<file path="src/rtl/pgs_tsmac_stat_pkg.sv">
// Shared constants for the TSMAC receive-statistics counter bank.
// Saturating counters are selected by TSMAC_STAT_SATURATE_EN; this package does not depend on it.
package pgs_tsmac_stat_pkg;

  localparam int NUM_STAT = 10;
  localparam int NUM_FLAG = 9;

  // Bit positions inside the rx_stat end-of-frame vector
  localparam int STAT_CRC_ERR   = 0;
  localparam int STAT_PAUSE_CTR = 1;
  localparam int STAT_ADDR_ERR  = 2;
  localparam int STAT_LEN_ERR   = 3;
  localparam int STAT_FRAME_TRC = 4;
  localparam int STAT_IFG_SMA   = 5;
  localparam int STAT_BCAD      = 6;
  localparam int STAT_MCAD      = 7;
  localparam int STAT_UCAD      = 8;

  // Output order of the counter bank, also the bit order of stat_ovf
  typedef enum logic [3:0] {
    OUT_PACKET    = 4'd0,
    OUT_CRC_ERR   = 4'd1,
    OUT_PAUSE_CTR = 4'd2,
    OUT_ADDR_ERR  = 4'd3,
    OUT_LEN_ERR   = 4'd4,
    OUT_FRAME_TRC = 4'd5,
    OUT_IFG_SMA   = 4'd6,
    OUT_BCAD      = 4'd7,
    OUT_MCAD      = 4'd8,
    OUT_UCAD      = 4'd9
  } stat_out_e;

endpackage

</file>
<file path="src/rtl/pgs_tsmac_stat_ctr.sv">
// One statistics counter: live register, host-visible shadow and sticky overflow flag.
// Define TSMAC_STAT_SATURATE_EN to hold at all-ones instead of wrapping to zero.
module pgs_tsmac_stat_ctr #(
  parameter int CNT_W = 64
) (
  input  logic        clk_i,
  input  logic        rst_i,
  input  logic        inc_i,
  input  logic        clr_i,
  input  logic        freeze_i,
  output logic [63:0] cnt_o,
  output logic        ovf_o
);

  localparam logic [CNT_W-1:0] ALL_ONES = '1;
  localparam logic [CNT_W-1:0] ONE      = CNT_W'(1);

  logic [CNT_W-1:0] live_q, live_d;
  logic [CNT_W-1:0] shadow_q, shadow_d;
  logic             ovf_q, ovf_d;

  always_comb begin
    live_d   = live_q;
    shadow_d = shadow_q;
    ovf_d    = ovf_q;
    if (inc_i) begin
      if (live_q == ALL_ONES) begin
        ovf_d = 1'b1;
`ifdef TSMAC_STAT_SATURATE_EN
        live_d = ALL_ONES;
`else
        live_d = '0;
`endif
      end else begin
        live_d = live_q + ONE;
      end
    end
    // Shadow takes the pre-increment live value, which adds the third pipeline cycle
    if (!freeze_i) begin
      shadow_d = live_q;
    end
    if (clr_i) begin
      live_d   = '0;
      shadow_d = '0;
      ovf_d    = 1'b0;
    end
  end

  always_ff @(posedge clk_i) begin
    if (rst_i) begin
      live_q   <= '0;
      shadow_q <= '0;
      ovf_q    <= 1'b0;
    end else begin
      live_q   <= live_d;
      shadow_q <= shadow_d;
      ovf_q    <= ovf_d;
    end
  end

  assign cnt_o = 64'(shadow_q);
  assign ovf_o = ovf_q;

endmodule

</file>
<file path="src/rtl/pgs_tsmac_rx_stat_cnt.sv">
// RX statistics counter bank: stage-1 status register feeding ten pgs_tsmac_stat_ctr instances.
// Define TSMAC_STAT_SATURATE_EN for saturating counters; default build wraps.
module pgs_tsmac_rx_stat_cnt
  import pgs_tsmac_stat_pkg::*;
#(
  parameter int CNT_W = 64,
  parameter int TP    = 1
) (
  input  logic                hstclk,
  input  logic                hstrst,
  input  logic                rx_stat_vld,
  input  logic [NUM_FLAG-1:0] rx_stat,
  input  logic                cnt_freeze,
  input  logic                cnt_clr,
  output logic [63:0]         packet_cnt,
  output logic [63:0]         crc_err_cnt,
  output logic [63:0]         pause_ctr_cnt,
  output logic [63:0]         addr_err_cnt,
  output logic [63:0]         len_err_cnt,
  output logic [63:0]         frame_trc_cnt,
  output logic [63:0]         ifg_sma_cnt,
  output logic [63:0]         bcad_cnt,
  output logic [63:0]         mcad_cnt,
  output logic [63:0]         ucad_cnt,
  output logic [NUM_STAT-1:0] stat_ovf
);

  if (CNT_W < 1 || CNT_W > 64 || TP < 0) begin : g_bad_cfg
    $error("pgs_tsmac_rx_stat_cnt: CNT_W must be 1..64 and TP non-negative");
  end

  // rx_stat_vld is a single-cycle qualifier with no back-pressure: rx_stat is
  // meaningful only in a cycle where rx_stat_vld=1, and every such cycle is accepted.
  logic                s1_vld_q, s1_vld_d;
  logic [NUM_FLAG-1:0] s1_stat_q, s1_stat_d;
  logic [NUM_STAT-1:0] inc;
  logic [63:0]         cnt_sh [NUM_STAT];

  // A vector arriving alongside cnt_clr is dropped so counting restarts cleanly
  always_comb begin
    s1_vld_d  = rx_stat_vld & ~cnt_clr;
    s1_stat_d = rx_stat_vld ? rx_stat : '0;
  end

  always_ff @(posedge hstclk) begin
    if (hstrst) begin
      s1_vld_q  <= 1'b0;
      s1_stat_q <= '0;
    end else begin
      s1_vld_q  <= s1_vld_d;
      s1_stat_q <= s1_stat_d;
    end
  end

  always_comb begin
    inc                = '0;
    inc[OUT_PACKET]    = s1_vld_q;
    inc[OUT_CRC_ERR]   = s1_vld_q & s1_stat_q[STAT_CRC_ERR];
    inc[OUT_PAUSE_CTR] = s1_vld_q & s1_stat_q[STAT_PAUSE_CTR];
    inc[OUT_ADDR_ERR]  = s1_vld_q & s1_stat_q[STAT_ADDR_ERR];
    inc[OUT_LEN_ERR]   = s1_vld_q & s1_stat_q[STAT_LEN_ERR];
    inc[OUT_FRAME_TRC] = s1_vld_q & s1_stat_q[STAT_FRAME_TRC];
    inc[OUT_IFG_SMA]   = s1_vld_q & s1_stat_q[STAT_IFG_SMA];
    inc[OUT_BCAD]      = s1_vld_q & s1_stat_q[STAT_BCAD];
    inc[OUT_MCAD]      = s1_vld_q & s1_stat_q[STAT_MCAD];
    inc[OUT_UCAD]      = s1_vld_q & s1_stat_q[STAT_UCAD];
  end

  for (genvar g = 0; g < NUM_STAT; g++) begin : g_ctr
    pgs_tsmac_stat_ctr #(
      .CNT_W (CNT_W)
    ) u_ctr (
      .clk_i    (hstclk),
      .rst_i    (hstrst),
      .inc_i    (inc[g]),
      .clr_i    (cnt_clr),
      .freeze_i (cnt_freeze),
      .cnt_o    (cnt_sh[g]),
      .ovf_o    (stat_ovf[g])
    );
  end

  assign packet_cnt    = cnt_sh[OUT_PACKET];
  assign crc_err_cnt   = cnt_sh[OUT_CRC_ERR];
  assign pause_ctr_cnt = cnt_sh[OUT_PAUSE_CTR];
  assign addr_err_cnt  = cnt_sh[OUT_ADDR_ERR];
  assign len_err_cnt   = cnt_sh[OUT_LEN_ERR];
  assign frame_trc_cnt = cnt_sh[OUT_FRAME_TRC];
  assign ifg_sma_cnt   = cnt_sh[OUT_IFG_SMA];
  assign bcad_cnt      = cnt_sh[OUT_BCAD];
  assign mcad_cnt      = cnt_sh[OUT_MCAD];
  assign ucad_cnt      = cnt_sh[OUT_UCAD];

endmodule

</file>
<file path="config.mk">
export PLATFORM = sky130hd
export DESIGN_NAME = pgs_tsmac_rx_stat_cnt
export DESIGN_NICKNAME = d
export VERILOG_FILES = /design/src/rtl/pgs_tsmac_stat_pkg.sv /design/src/rtl/pgs_tsmac_stat_ctr.sv /design/src/rtl/pgs_tsmac_rx_stat_cnt.sv
export SDC_FILE = /design/constraint.sdc
export NUM_CORES = 2
export LEC_CHECK = 0
export CORE_ASPECT_RATIO = 1.1
export CORE_MARGIN = 3
export CORE_UTILIZATION = 60
export DETAILED_ROUTE_END_ITERATION = 16
export GPL_TIMING_DRIVEN = 0
export PLACE_DENSITY = 0.93
export SETUP_SLACK_MARGIN = 0.2
export SYNTH_ARGS = -nofsm -noshare
export SYNTH_HDL_FRONTEND = slang
export SYNTH_HIERARCHICAL = 1
export SYNTH_SLANG_ARGS = --single-unit
</file>
<file path="constraint.sdc">
create_clock -name hstclk -period 4.6 [get_ports hstclk]
set_input_delay 0.92 -clock hstclk [delete_from_list [all_inputs] [get_ports hstclk]]
set_output_delay 0.92 -clock hstclk [all_outputs]
set_load 0.005 [all_outputs]
</file>
==> results.tsv <==
stage	metric	value	unit
synthesis	synth_cell_types	36	
final_layout	final_core_util	75.2	%
drt	via_per_inst	6.33	
drt	drc	0	
synthesis	synthTopCellsByArea	dfxtp_1 (48%), mux2i_1 (12%), nor2_1 (7.5%)	
critical_path	criticalPathCategory	reg2reg	
cts	post-cts-setup-buffers	0	
power	vdd_drop_max	0.317	mV
critical_path	worst_path_most_repeated_cell	or4_1	
critical_path	cp-end-kind	register	
synthesis	syn-num-nets	5883	
critical_path	r2r_cells	9	
power	switching_share	21.8	%
die	coreArea	88600	um2
worst_hold_path	hold_depth	2	
worst_hold_path	hp-class	reg2reg	
die	die_area	93800	um2
final_layout	nets	6680	
cts	clk_path_buf_depth	3	
synthesis	syn-instance-count	5859	
synthesis	ys_seq_elements	1300	
final_layout	syn_to_final_growth	23.1	%
timing	relSlewSlack	5.33	%
global_routing	grt_max_degree	19	
cts	clkLatencyLatePin	740	ps
critical_path	start_kind	register	
critical_path	rrSetupSlack	620	ps
timing	period_share	86.4	%
synthesis	synth_common_cells	dfxtp_1 (1300), nor2_1 (1080), mux2i_1 (650)	
final_layout	final_area	66600	um2
timing	fin_skew	34.0	ps
critical_path	cp_cell_sequence	and2_1 > nand3_1 > or4_1 > clkbuf_1 > or4_1 > buf_2 > o31ai_4 > buf_6 > nor2_1	
cts	tritoncts	done	
critical_path	crit_buf_inv	3	
die	ios	664	
power	p_int	0.0178	W
drt	wl_per_cell	21.7	um
final_layout	drive_above_1_share	5.98	%
global_routing	overflow	0	
synthesis	syn_area_per_cell	9.24	um2
worst_hold_path	hold_start	g_ctr[6].u_ctr/cnt_o[43]	
timing	setup_viol	0	
place	place_area	62200	um2
synthesis	yosysSeqAreaShare	48.1	%
synthesis	post-synth-top-count-cell	dfxtp_1	
synthesis	synth_edf_count	0	
critical_path	max_stage_delay	840	ps
critical_path	cp_top_family	simple AND/OR/NAND/NOR gates	
power	p_seq_share	49.5	%
critical_path	r2r-start	s1_vld_q	
power	powerDensity	342	nW/um2
power	switchingPower	0.00497	W
global_routing	antenna_found_initial	6	
drt	drtPass1Iterations	10	
die	rows	114	
power	pwr-share-clk	47.8	%
status	status	complete, no violations	
synthesis	synth_area	54100	um2
critical_path	startpoint	s1_vld_q	
drt	wirelength	172000	um
synthesis	synth_top_area_share	48.1	%
synthesis	synth_top_area_cell	dfxtp_1	
critical_path	cp.required	5220	ps
cts	path_clk_slew	60	ps
place	io_buffers	662	
final_layout	ff_latch_area	26000	um2
die	start_util	61.1	%
place	routabilityCongestion	0.959	
die	die_w	292	um
global_routing	grt_pass1_wl	265000	um
power	leakage	22.3	nW
global_routing	grt_pass1_vias	48600	
timing	finalHoldViolations	0	
critical_path	crit_slowest_cell	dfxtp_2	
final_layout	fillers	5382	
place	place_hpwl	117000	um
cts	cts_max_level	4	
timing	slew_violations	0	
drt	drt_iter0_markers	5657	
global_routing	grt_usage	34.8	%
cts	cts_sinks	1300	
cts	root_buffer	clkbuf_16	
timing	worst_pin_slew	1410	ps
timing	rsz0062_at_grt	false	
synthesis	ys.flop_type	dfxtp_1	
power	combPwrFrac	2.7	%
critical_path	path_max_fanout	19	
drt	via_count	50200	
critical_path	r2r-end	g_ctr[6].u_ctr/live_q[1]	
worst_hold_path	min_to	g_ctr[6].u_ctr/cnt_o[43]	
synthesis	synth-async-reset-ratio	0	%
drt	antenna_left	0	
run	max_cap_violations	0	
synthesis	yosysWarnings	6	
cts	cts_made_buffers	131	
final_layout	multi_input_area	26300	um2
critical_path	worstPathArrival	4590	ps
die	fp.dieH	321	um
timing	period_needed	3980	ps
timing	max_clock_freq	251	MHz
[worst max-delay path by stage]
stage / endpoint / slack, ps / cells past startpoint
2_1_floorplan: g_ctr[1].u_ctr/live_q[60] / 1660 / 9
3_3_place_gp: g_ctr[7].u_ctr/cnt_o[61] / -400 / 6
3_5_place_dp: g_ctr[5].u_ctr/live_q[37] / 310 / 9
4_1_cts: g_ctr[6].u_ctr/live_q[1] / 290 / 9
5_1_grt: g_ctr[9].u_ctr/live_q[1] / 550 / 9
6_report: g_ctr[6].u_ctr/live_q[1] / 620 / 9
[per-layer routing]
layer  GRT usage [%]  vias up  wire length, um
met4            24.8        4            13900
met3            9.02      832            17700
met2            57.1     3078            79000
met5               0        -               27
met1            39.8    23800            61500
li1                -    22500                -
[layout by cell type, fill, tap and decap left out, drive strengths merged, types with 11 or more instances in the layout]
| cell type | n |
|---|---|
| and4 | 80 |
| o21ai | 170 |
| nand2b | 20 |
| and3 | 40 |
| inv | 78 |
| or2 | 50 |
| buf | 154 |
| a21oi | 310 |
| or4b | 30 |
| nand3 | 280 |
| clkdlybuf4s50 | 660 |
| clkbuf | 342 |
| or4 | 150 |
| nor4 | 110 |
| nor3 | 50 |
| or3 | 170 |
| clkinv | 14 |
| nand4 | 250 |
| nor3b | 11 |
| nand2 | 240 |
| xnor2 | 150 |
| xor2 | 170 |
| mux2i | 650 |
| dfxtp | 1300 |
| nor2 | 1080 |
| o31ai | 130 |
[metrics by stage]
stage	worst slack, ps	cells	hold slack [ps]	TNS [ps]	total power (W)
final	623	7926	495	0	0.0228
after global routing	552	7921	513	0	0.0233
after floorplan	1660	5859	461	0	0.0120
after global placement	-402	7681	475	-77870	0.0121
after detailed placement	315	7683	482	0	0.0121
after CTS	290	7918	497	0	0.0228
[what timing repair did]
item	4_1_cts	5_1_grt
gates resized for setup	0	1
setup endpoints to repair	0	375
hold buffers	0	0
[area by class of cell]
class                   count  share of cell area (%)
diodes                      8                  0.0301
inverters                  70                   0.394
clock buffers             202                    5.90
clock inverters            33                   0.672
repair buffers            664                    9.99
well taps                1160                    2.18
plain buffers             290                    2.35
flip-flops and latches   1300                    39.1
multi-input cells        4199                    39.4
[state kept, by name, indices dropped and copies added (netlist names)]
name                cells
s1_stat_q               9
g_ctr.u_ctr/cnt_o     640
g_ctr.u_ctr/ovf_o      10
g_ctr.u_ctr/live_q    640
s1_vld_q                1
[worst min-delay path, stage by stage (launching register included)]
cell and delay (ps):
dfxtp_1 320, mux2i_1 70, nor2_1 70
[cell families after synthesis]
logic type	Yosys count	synth area share [%]
compound gates	630	6.77
fa+ha+maj	10	0.231
buf+inv	360	3.38
flops	1300	48.1
mux	650	12.0
xor+xnor	320	5.18
simple gates	2589	24.3
[power groups by stage]
stage	registers, W	logic, W	clock network [W]
after floorplan	0.0115	0.000446	0
after global placement	0.0115	0.000592	0
after detailed placement	0.0115	0.000605	0
after CTS	0.0113	0.000613	0.0109
after global routing	0.0113	0.000654	0.0114
final	0.0113	0.000625	0.0109
No activity file was read; power rests on OpenSTA's default activity.
